## src/rtl/mux_bank_211_414_811_if.sv

```systemverilog
// Bus bundle for the 2:1 / 4:1-lane / 8:1 selector bank.
// The master drives data and selects; the slave returns the registered picks.
interface mux_bank_211_414_811_if #(
  parameter int unsigned LANE_W = 4
);
  logic [1:0]          inData211;
  logic                inSel211;
  logic                outData211;
  logic [4*LANE_W-1:0] inData414;
  logic [1:0]          inSel414;
  logic [LANE_W-1:0]   outData414;
  logic [7:0]          inData811;
  logic [2:0]          inSel811;
  logic                outData811;

  modport master (
    output inData211, inSel211, inData414, inSel414, inData811, inSel811,
    input  outData211, outData414, outData811
  );

  modport slave (
    input  inData211, inSel211, inData414, inSel414, inData811, inSel811,
    output outData211, outData414, outData811
  );
endinterface

```

## src/rtl/mux_bank_211_414_811.sv

```systemverilog
// Three independent registered selectors: 2:1 bit, 4:1 of LANE_W-bit lanes, 8:1 bit.
// One cycle of latency; async reset loads RST_VAL into every output bit.
module mux_bank_211_414_811 #(
  parameter int unsigned LANE_W  = 4,
  parameter bit          RST_VAL = 1'b0
) (
  input  logic                    inClk,
  input  logic                    inRst,
  mux_bank_211_414_811_if.slave   bus
);
  logic              pick211_c;
  logic [LANE_W-1:0] pick414_c;
  logic              pick811_c;

  // Combinational picks; every select code maps to a valid bit or lane.
  always_comb begin
    pick211_c = bus.inData211[bus.inSel211];
    pick811_c = bus.inData811[bus.inSel811];
    pick414_c = bus.inData414[0*LANE_W +: LANE_W];
    case (bus.inSel414)
      2'd0:    pick414_c = bus.inData414[0*LANE_W +: LANE_W];
      2'd1:    pick414_c = bus.inData414[1*LANE_W +: LANE_W];
      2'd2:    pick414_c = bus.inData414[2*LANE_W +: LANE_W];
      2'd3:    pick414_c = bus.inData414[3*LANE_W +: LANE_W];
      default: pick414_c = {LANE_W{1'bx}};
    endcase
  end

  always_ff @(posedge inClk or posedge inRst) begin
    if (inRst) begin
      bus.outData211 <= RST_VAL;
      bus.outData414 <= {LANE_W{RST_VAL}};
      bus.outData811 <= RST_VAL;
    end else begin
      bus.outData211 <= pick211_c;
      bus.outData414 <= pick414_c;
      bus.outData811 <= pick811_c;
    end
  end
endmodule

```

## src/flat_wrapper.sv

```systemverilog
// flat-port wrapper written by rule: the top's interface ports become plain ports
module mux_bank_211_414_811_flat 
#(
  parameter int unsigned LANE_W  = 4,
  parameter bit          RST_VAL = 1'b0
)
  (inClk, inRst, bus_inData211, bus_inSel211, bus_inData414, bus_inSel414, bus_inData811, bus_inSel811, bus_outData211, bus_outData414, bus_outData811);
  mux_bank_211_414_811_if #(.LANE_W(LANE_W)) bus_i ();
  input  logic inClk;
  input  logic inRst;
  input wire logic [$bits(bus_i.inData211)-1:0] bus_inData211;
  input wire logic [$bits(bus_i.inSel211)-1:0] bus_inSel211;
  input wire logic [$bits(bus_i.inData414)-1:0] bus_inData414;
  input wire logic [$bits(bus_i.inSel414)-1:0] bus_inSel414;
  input wire logic [$bits(bus_i.inData811)-1:0] bus_inData811;
  input wire logic [$bits(bus_i.inSel811)-1:0] bus_inSel811;
  output wire logic [$bits(bus_i.outData211)-1:0] bus_outData211;
  output wire logic [$bits(bus_i.outData414)-1:0] bus_outData414;
  output wire logic [$bits(bus_i.outData811)-1:0] bus_outData811;
  assign bus_i.inData211 = bus_inData211;
  assign bus_i.inSel211 = bus_inSel211;
  assign bus_i.inData414 = bus_inData414;
  assign bus_i.inSel414 = bus_inSel414;
  assign bus_i.inData811 = bus_inData811;
  assign bus_i.inSel811 = bus_inSel811;
  assign bus_outData211 = bus_i.outData211;
  assign bus_outData414 = bus_i.outData414;
  assign bus_outData811 = bus_i.outData811;
  mux_bank_211_414_811 #(.LANE_W(LANE_W), .RST_VAL(RST_VAL)) u_core (.inClk(inClk), .inRst(inRst), .bus(bus_i));
endmodule
```

## config.mk

```make
export PLATFORM = sky130hd
export DESIGN_NAME = mux_bank_211_414_811_flat
export DESIGN_NICKNAME = d
export VERILOG_FILES = /design/src/rtl/mux_bank_211_414_811_if.sv /design/src/rtl/mux_bank_211_414_811.sv /design/src/flat_wrapper.sv
export SDC_FILE = /design/constraint.sdc
export NUM_CORES = 1
export LEC_CHECK = 0
export ABC_AREA = 1
export CELL_PAD_IN_SITES_DETAIL_PLACEMENT = 0
export CELL_PAD_IN_SITES_GLOBAL_PLACEMENT = 2
export CORE_ASPECT_RATIO = 1.5
export CORE_UTILIZATION = 11
export DETAILED_ROUTE_END_ITERATION = 10
export GPL_ROUTABILITY_DRIVEN = 1
export MAX_ROUTING_LAYER = met4
export PLACE_DENSITY_LB_ADDON = 0.1
export SYNTH_ARGS = -nofsm -noshare
export SYNTH_HDL_FRONTEND = slang
export SYNTH_SLANG_ARGS = --single-unit
```

## constraint.sdc

```tcl
create_clock -name inClk -period 0.8 [get_ports inClk]
set_input_delay 0.08 -clock inClk [delete_from_list [all_inputs] [get_ports inClk]]
set_output_delay 0.08 -clock inClk [all_outputs]
set_load 0.01 [all_outputs]
```

; Word level (Yosys, flattened, before mapping)
; Index checks and enable logic that the tools add are counted.
[totals]
out_inout_bits = 6
latchBits = 0
input_bits = 34
memories = 0
elab_cells = 14
register_bits = 6
romBits = 0
ramBits = 0
[op_classes]
addsub = 0
magnitude_cmp = 2
eq_ne = 3
shift = 0
n_reduce_logical = 1
n_mul = 0
div = 0
n_bitwise = 0
muxes = 5
[op_table]
columns = operator, count
row1 = 4-bit case mux with 4 select lines, 1
row2 = "2-bit equality test, second input constant", 2
row3 = "3-bit by 4-bit < comparator with 1-bit output, second input constant", 1
row4 = 1-bit binary-select mux with 3-bit select, 1
row5 = 1-bit 2-to-1 mux, 3
row6 = "2-bit by 1-bit equality test with 1-bit output, second input constant", 1
row7 = 2-bit zero test, 1
row8 = "1-bit by 2-bit < comparator with 1-bit output, second input constant", 1

; Logic depth before layout (Yosys ltp)
; Gate-level depths: netlist of run 1.
[logic_depth]
depth_word = 2
ltp_mapped = 6
ltp_nobuf = 6

; Worst setup path after synthesis of run 1
; Ideal clock, no wire load.
[synth_path]
kind = input to register
startpoint = input bus_inSel414[1]
endpoint = register u_core.bus.outData414[0]
setup_ns = 0.130
path_slack_ns = 0.250
t_arrival_ns = 0.420
t_required_ns = 0.670
cell_stages = 4
n_path_buf = 1
path_cell_list = buf_4 -> inv_1 -> nand3_1 -> nand4_1
[synth_between]
elab_chain_cells = 2
word_cells_on_any_way = 5
cone_classes = 3 x eq/ne / 1 x mux / 1 x reduce/logical
[synth_rtl]
columns = element, line
row1 = start: declaration, flat_wrapper.sv:14  ; input wire logic [$bits(bus_i.inSel414)-1:0] bus_inSel414;
row2 = "2-bit equality test, or another cell as far along", mux_bank_211_414_811.sv:20  ; case (bus.inSel414)
row3 = 4-bit case mux with 4 select lines (*), mux_bank_211_414_811.sv:20
row4 = named net u_core.pick414_c[0], mux_bank_211_414_811.sv:12  ; logic [LANE_W-1:0] pick414_c;
row5 = end signal: assignment, mux_bank_211_414_811.sv:32  ; bus.outData414 <= {LANE_W{RST_VAL}};
row6 = end signal: assignment, mux_bank_211_414_811.sv:36  ; bus.outData414 <= pick414_c;
row7 = end: declaration, mux_bank_211_414_811_if.sv:23  ; output outData211, outData414, outData811
; The timed path passes the listed nets; every way through them passes the cells marked *.

; Worst setup path in the final report of run 1
[layout_path]
startpoint = register u_core.bus.outData414[2]
endpoint = output bus_outData414[2]
[layout_rtl]
columns = element, line
row1 = end: declaration, flat_wrapper.sv:18  ; output wire logic [$bits(bus_i.outData414)-1:0] bus_outData414;
; No word-level cell between the ends.

==> Implementation_results.wiki, run 1 <==
{| class="wikitable"
! Metric !! Value
|-
| Antenna violations before repair || 0
|-
| Number of fill cells || 396
|-
| Total net switching power || 0.248 mW
|-
| Dominant cell type by area after synthesis || sky130_fd_sc_hd__dfrtp_1
|-
| Wirelength, routed || 1360 um
|-
| Fraction of final layout cells sized beyond drive strength 1 || 0.171
|-
| Critical Path AT || 0.71 ns
|-
| Count of pins on the block boundary || 40
|-
| Most frequent standard cell in the layout excluding fill and tap cells || sky130_fd_sc_hd__clkdlybuf4s50_1
|-
| Leakage power || 0.447 nW
|-
| Number of post-CTS setup repair buffers || 0
|-
| Final design area excluding fillers || 882 um2
|-
| Pin count of the biggest net entering global routing || 7
|-
| Combinational share of power || 0.297
|-
| Setup Crit Path Kind || flip-flop to output pin
|-
| Number of levels the H-tree was split into || 1
|-
| Core Box Area || approximately 3500 um2
|-
| Die span in x || 51.7 um
|-
| Cell types with the largest area share after synthesis || sky130_fd_sc_hd__dfrtp_1, sky130_fd_sc_hd__nand3_1, sky130_fd_sc_hd__nand2_1
|-
| Max cap viols || 0
|-
| Via count normalized by instance count || around 3.6
|-
| Crit. End Element || output pin
|-
| IR Drop Worst-Case VDD || 567 uV
|-
| Commonest non-fill, non-tap cells in the layout || sky130_fd_sc_hd__clkdlybuf4s50_1, sky130_fd_sc_hd__nand2_1, sky130_fd_sc_hd__nand3_1
|-
| Switching portion of total power || 0.223
|-
| TritonCTS Sinks || 6
|-
| Max-slew violations || 0
|-
| Pwr Total || between 1 and 1.5 mW
|-
| Clk network pwr share || 0.395
|-
| Overall via count from detail_route || 534
|-
| Gate family responsible for the most delay along the worst path || flip-flops
|-
| Delay of the slowest critical-path stage || 0.35 ns
|-
| Global-route congestion overflow total || 0
|-
| RD Place Congestion || ~0.67
|-
| Number of remaining DRC errors || 0
|-
| Total nets after synthesis || 95
|-
| Final setup violating endpoints || 0
|-
| Hold Vio Cnt, Final || 0
|-
| Status || complete, no violations
|-
| GR Util All Layers || 0.0777
|-
| Half-perimeter wire length after detailed placement || 1200 um
|-
| First-iteration detailed-routing DRC count || 17
|-
| CTS tree || done
|-
| Number of buffer cells added on primary ports || 39
|-
| Vert. Die Dim || between 70 and 80 um
|-
| Cts bufs inserted || 3
|-
| Upper clock frequency limit || about 1300 MHz
|-
| CP bufs+invs || 1
|-
| Die Outline Area || 3960 um2
|-
| Area Overhead vs Synth || 116%
|-
| Standard cell area after detailed placement || 862 um2
|-
| Average cell area after synthesis || between 6 and 7 um2
|-
| Average wire length per cell after detail routing || between 9 and 10 um
|-
| Biggest fanout along the worst timing path || 1
|-
| DRT antenna net count || 0
|-
| Net count, final || 141
|-
| FP Rows || 26
|-
| Part of the cycle the worst path needs || 0.982
|-
| Number of buffers on the longest clock path || 2
|-
| CP max stage cell || sky130_fd_sc_hd__dfrtp_1
|-
| Worst endpoint required time || 0.72 ns
|-
| Design internal power || 0.862 mW
|-
| Startpoint types || flip-flop
|-
| Critical Path Start || u_core.bus.outData414[2]
|-
| Max-slew headroom || 0.848
|-
| Netlist Area Pre-Place || 408 um2
|-
| Antenna diodes || 0
|-
| Area fraction of the dominant cell type after synthesis || 0.368
|-
| Pre-Repair DR Iteration Count || 4
|-
| Worst Hold Class || input port to asynchronous set/reset pin
|-
| Distinct cells, synth || 10
|-
| Number of warnings reported in the yosys synthesis log || 0
|-
| First-pass GRT wire length || 2210 um
|-
| Ordered cell list for the critical path || buf_2
|-
| Flop pwr share || 0.307
|-
| Actual transition at the worst max-transition pin || about 0.23 ns
|-
| Minimum setup slack after placement || -0.327 ns
|-
| Vias in the first global route || 549
|-
| Seq cells post-synth || 6
|-
| Setup slack of the critical path after layout || 0.0146 ns
|-
| Pwr/cell area || roughly 1300 nW/um2
|-
| Clock tree root driver cell || sky130_fd_sc_hd__clkbuf_8
|-
| Sequential area share after synthesis || 0.368
|-
| Clock transition at the register clock pins on the worst setup and hold paths after CTS || 0.04 ns
|-
| Number of hold buffers added after CTS || 0
|-
| Setup repair after global routing missed its margin || true
|-
| Final critical delay including setup and external delays || 0.785 ns
|-
| Starting density of the core || 0.117
|-
| Cell count after synthesis || just over 60
|}
==> metal layers <==
| layer | GRT usage | vias to the layer above | share of wire |
|---|---|---|---|
| li1 | - | 280 | - |
| met4 | 0.0486 | 0 | 0.011 |
| met3 | 0.0200 | 2 | 0.12 |
| met2 | 0.116 | 33 | 0.46 |
| met5 | - | - | 0 |
| met1 | 0.0903 | 219 | 0.41 |
==> synth_stat cells <==
| master | n |
|---|---|
| sky130_fd_sc_hd__buf_4 | 1 |
| sky130_fd_sc_hd__inv_2 | 1 |
| sky130_fd_sc_hd__nand3_1 | 16 |
| sky130_fd_sc_hd__buf_6 | 1 |
| sky130_fd_sc_hd__nand2_1 | 17 |
| sky130_fd_sc_hd__nand4_1 | 4 |
| sky130_fd_sc_hd__dfrtp_1 | 6 |
| sky130_fd_sc_hd__mux2_2 | 1 |
| sky130_fd_sc_hd__nor2_2 | 1 |
| sky130_fd_sc_hd__inv_1 | 13 |
==> metrics by stage <==
step | instances | utilization | setup TNS, ns | hold slack, ns
4_1_cts | 147 | 0.250 | 0 | 0.0905
2_1_floorplan | 61 | - | 0 | -0.129
3_5_place_dp | 144 | 0.248 | -2.27 | 0.316
3_3_place_gp | 144 | 0.248 | -2.22 | 0.327
6_report | 147 | 0.253 | 0 | 0.0798
5_1_grt | 147 | 0.253 | -0.0299 | 0.0996
==> cell type report <==
type	count	area [um2]	area share
Sequential cell	6	150	0.170
Timing Repair Buffer	43	392	0.444
Multi-Input combinational cell	39	194	0.220
Tap cell	42	52.6	0.0596
Inverter	14	52.6	0.0596
Clock buffer	3	41.3	0.0468
==> worst paths after layout <==
kind,end,slack [ns],depth (start not counted)
max,bus_outData414[2],0.01,1
min,u_core.bus.outData414[2],0.08,2
max in group asynchronous,u_core.bus.outData414[1],0.53,2
min in group inClk,u_core.bus.outData811,0.26,5
==> flip-flops by register name (all words and copies together) (netlist names) <==
| register | cells |
|---|---|
| u_core.bus.outData211 | 1 |
| u_core.bus.outData414 | 4 |
| u_core.bus.outData811 | 1 |
==> power groups by stage <==
stage	logic [mW]	registers [mW]	clock network, mW
6_report	0.330	0.341	0.439
4_1_cts	0.334	0.342	0.457
2_1_floorplan	0.0968	0.363	0
5_1_grt	0.365	0.344	0.485
3_3_place_gp	0.371	0.346	0
3_5_place_dp	0.367	0.347	0
==> cells by family (layout without fill, tap and decap cells) <==
| family | after synthesis | in the layout | share of synthesized area |
|---|---|---|---|
| and+or+nand+nor | 38 | 38 | 0.429 |
| buffers and inverters | 16 | 60 | 0.175 |
| DFF | 6 | 6 | 0.368 |
| muxes | 1 | 1 | 0.0276 |
==> what timing repair did <==
action,in CTS,in global routing
resized for setup,27,4
endpoints found under the setup margin,11,6
pin swaps,0,2
Power figures use the tool's default switching activity.
==> run 2: changes to the inputs <==
--- a/config.mk
+++ b/config.mk
@@ -9,7 +9,7 @@
 export CELL_PAD_IN_SITES_DETAIL_PLACEMENT = 0
 export CELL_PAD_IN_SITES_GLOBAL_PLACEMENT = 2
 export CORE_ASPECT_RATIO = 1.5
-export CORE_UTILIZATION = 11
+export CORE_UTILIZATION = 12
 export DETAILED_ROUTE_END_ITERATION = 10
 export GPL_ROUTABILITY_DRIVEN = 1
 export MAX_ROUTING_LAYER = met4
==> constraint.sdc (replaced) <==
create_clock -name inClk -period 0.9 [get_ports inClk]
set_input_delay 0.09 -clock inClk [delete_from_list [all_inputs] [get_ports inClk]]
set_output_delay 0.09 -clock inClk [all_outputs]
set_load 0.01 [all_outputs]
==> Implementation_results.wiki, run 2 (synthesis gave the netlist of run 1 again) <==
{| class="wikitable"
! Metric !! Value
|-
| Half-perimeter wire length after detailed placement || 1280 um
|-
| Final critical delay including setup and external delays || 0.876 ns
|-
| Register ranked first by flip-flop count || u_core.bus.outData414
|-
| Leakage power || roughly 0.43 nW
|-
| Setup Crit Path Kind || flip-flop to output pin
|-
| TritonCTS Sinks || 6
|-
| Standard cell area after detailed placement || 860 um2
|-
| GR Util All Layers || 0.0965
|-
| DRT antenna net count || 0
|-
| Top flop regs || u_core.bus.outData414 (4), u_core.bus.outData211 (1), u_core.bus.outData811 (1)
|-
| Pin count of the biggest net entering global routing || 7
|-
| FP Rows || 25
|-
| Global-route congestion overflow total || 0
|-
| Final core utilization || 0.275
|-
| Max-slew headroom || 0.847
|-
| First-iteration detailed-routing DRC count || 6
|-
| Biggest fanout along the worst timing path || 1
|-
| Number of buffer cells added on primary ports || 39
|-
| Number of buffers on the longest clock path || 2
|-
| Core Box Area || 3190 um2
|-
| Count of pins on the block boundary || 40
|-
| Overall via count from detail_route || 533
|-
| Part of the cycle the worst path needs || 0.973
|-
| IR Drop Worst-Case VDD || 369 uV
|-
| Final design area excluding fillers || ~880 um2
|-
| Max cap viols || 0
|-
| Number of post-CTS setup repair buffers || 0
|-
| Delay of the slowest critical-path stage || 0.34 ns
|-
| Fraction of final layout cells sized beyond drive strength 1 || 0.143
|-
| Antenna diodes || 0
|-
| Worst Hold Class || input port to asynchronous set/reset pin
|-
| Pwr/cell area || about 1100 nW/um2
|-
| Die span in x || between 40 and 50 um
|-
| CP bufs+invs || 1
|-
| Clock transition at the register clock pins on the worst setup and hold paths after CTS || 0.03 ns
|-
| Max-slew violations || 0
|-
| CP max stage cell || sky130_fd_sc_hd__dfrtp_1
|-
| Antenna violations before repair || 0
|-
| Hold Vio Cnt, Final || 0
|-
| Vias in the first global route || 569
|-
| Wirelength, routed || 1450 um
|-
| Status || complete, no violations
|-
| Crit. End Element || output pin
|-
| Final setup violating endpoints || 0
|-
| Die Outline Area || 3640 um2
|-
| Number of remaining DRC errors || 0
|-
| Via count normalized by instance count || ~3.7
|-
| Upper clock frequency limit || around 1100 MHz
|-
| Pre-Repair DR Iteration Count || 4
|-
| Average wire length per cell after detail routing || between 9 and 10 um
|-
| Startpoint types || flip-flop
|-
| Net count, final || 141
|-
| Starting density of the core || 0.128
|-
| Actual transition at the worst max-transition pin || 0.229 ns
|-
| Ordered cell list for the critical path || clkdlybuf4s15_1
|-
| Number of levels the H-tree was split into || 1
|-
| Most frequent standard cell in the layout excluding fill and tap cells || sky130_fd_sc_hd__clkdlybuf4s50_1
|-
| Vert. Die Dim || 73.4 um
|-
| CTS tree || done
|-
| Setup repair after global routing missed its margin || false
|-
| Gate family responsible for the most delay along the worst path || flip-flops
|-
| Commonest non-fill, non-tap cells in the layout || sky130_fd_sc_hd__clkdlybuf4s50_1, sky130_fd_sc_hd__nand2_1, sky130_fd_sc_hd__nand3_1
|-
| Worst endpoint required time || between 0.8 and 0.9 ns
|-
| WHS || 0.0887 ns
|-
| Cts bufs inserted || 3
|-
| First-pass GRT wire length || about 2500 um
|-
| Flip-flop count of the largest register after layout || 4
|-
| Area Overhead vs Synth || 115%
|-
| Clock tree root driver cell || sky130_fd_sc_hd__clkbuf_8
|-
| Critical Path AT || 0.79 ns
|-
| RD Place Congestion || between 0.6 and 0.7
|}
==> run 2: cell types whose count changed in the layout (fill, tap and decap cells not counted), moves of 2 or more <==
cell,before,now
sky130_fd_sc_hd__dlygate4sd2_1,3,1
sky130_fd_sc_hd__clkbuf_2,0,5
sky130_fd_sc_hd__buf_2,6,0
sky130_fd_sc_hd__clkdlybuf4s50_1,28,31
==> run 2: worst max path at each step <==
stage / start / end / slack, ns / cells after the start
3_3_place_gp: bus_inSel811[0] / u_core.bus.outData811 / -0.27 / 7
5_1_grt: u_core.bus.outData414[1] / bus_outData414[1] / 0.0001 / 1
2_1_floorplan: bus_inSel414[1] / u_core.bus.outData414[0] / 0.34 / 4
6_report: u_core.bus.outData414[1] / bus_outData414[1] / 0.02 / 1
4_1_cts: u_core.bus.outData414[0] / bus_outData414[0] / 0.001 / 1
3_5_place_dp: bus_inSel811[0] / u_core.bus.outData811 / -0.26 / 7
==> run 2: repair_timing <==
| action | in CTS | in global routing |
|---|---|---|
| endpoints found under the setup margin | 7 | 9 |
| resized for setup | 13 | 6 |
| hold buffers | 0 | 0 |
| cloned | 0 | 0 |
==> run 2: stage by stage <==
stage	setup slack (ns)	instances	TNS (ns)	power, mW
floorplan	0.340	61	0	0.409
global placement	-0.274	142	-1.16	0.637
detailed placement	-0.260	142	-1.18	0.636
CTS	0.00134	145	0	1.03
global route	0.000120	145	0	1.08
finish	0.0241	145	0	0.997
==> run 2: routing by layer <==
metal | GRT usage | part of all wire
met2 | 0.162 | 0.54
met1 | 0.0957 | 0.37
met4 | 0.0762 | 0.034
met3 | 0.0207 | 0.053
met5 | - | 0
==> run 2: area by class of cell <==
class | count | area [um2]
fill | 370 | 2310
tap | 40 | 50.0
multi-input combinational | 39 | 186
timing repair buffer | 43 | 397
inverter | 14 | 52.6
sequential | 6 | 150
clock buffer | 3 | 41.3
==> run 2: where the power goes <==
part	leakage [nW]	switching (mW)	total, mW	internal, mW
clock network	0.0216	0.110	0.396	0.287
registers	0.0721	0.00645	0.304	0.298
logic	0.340	0.110	0.297	0.187
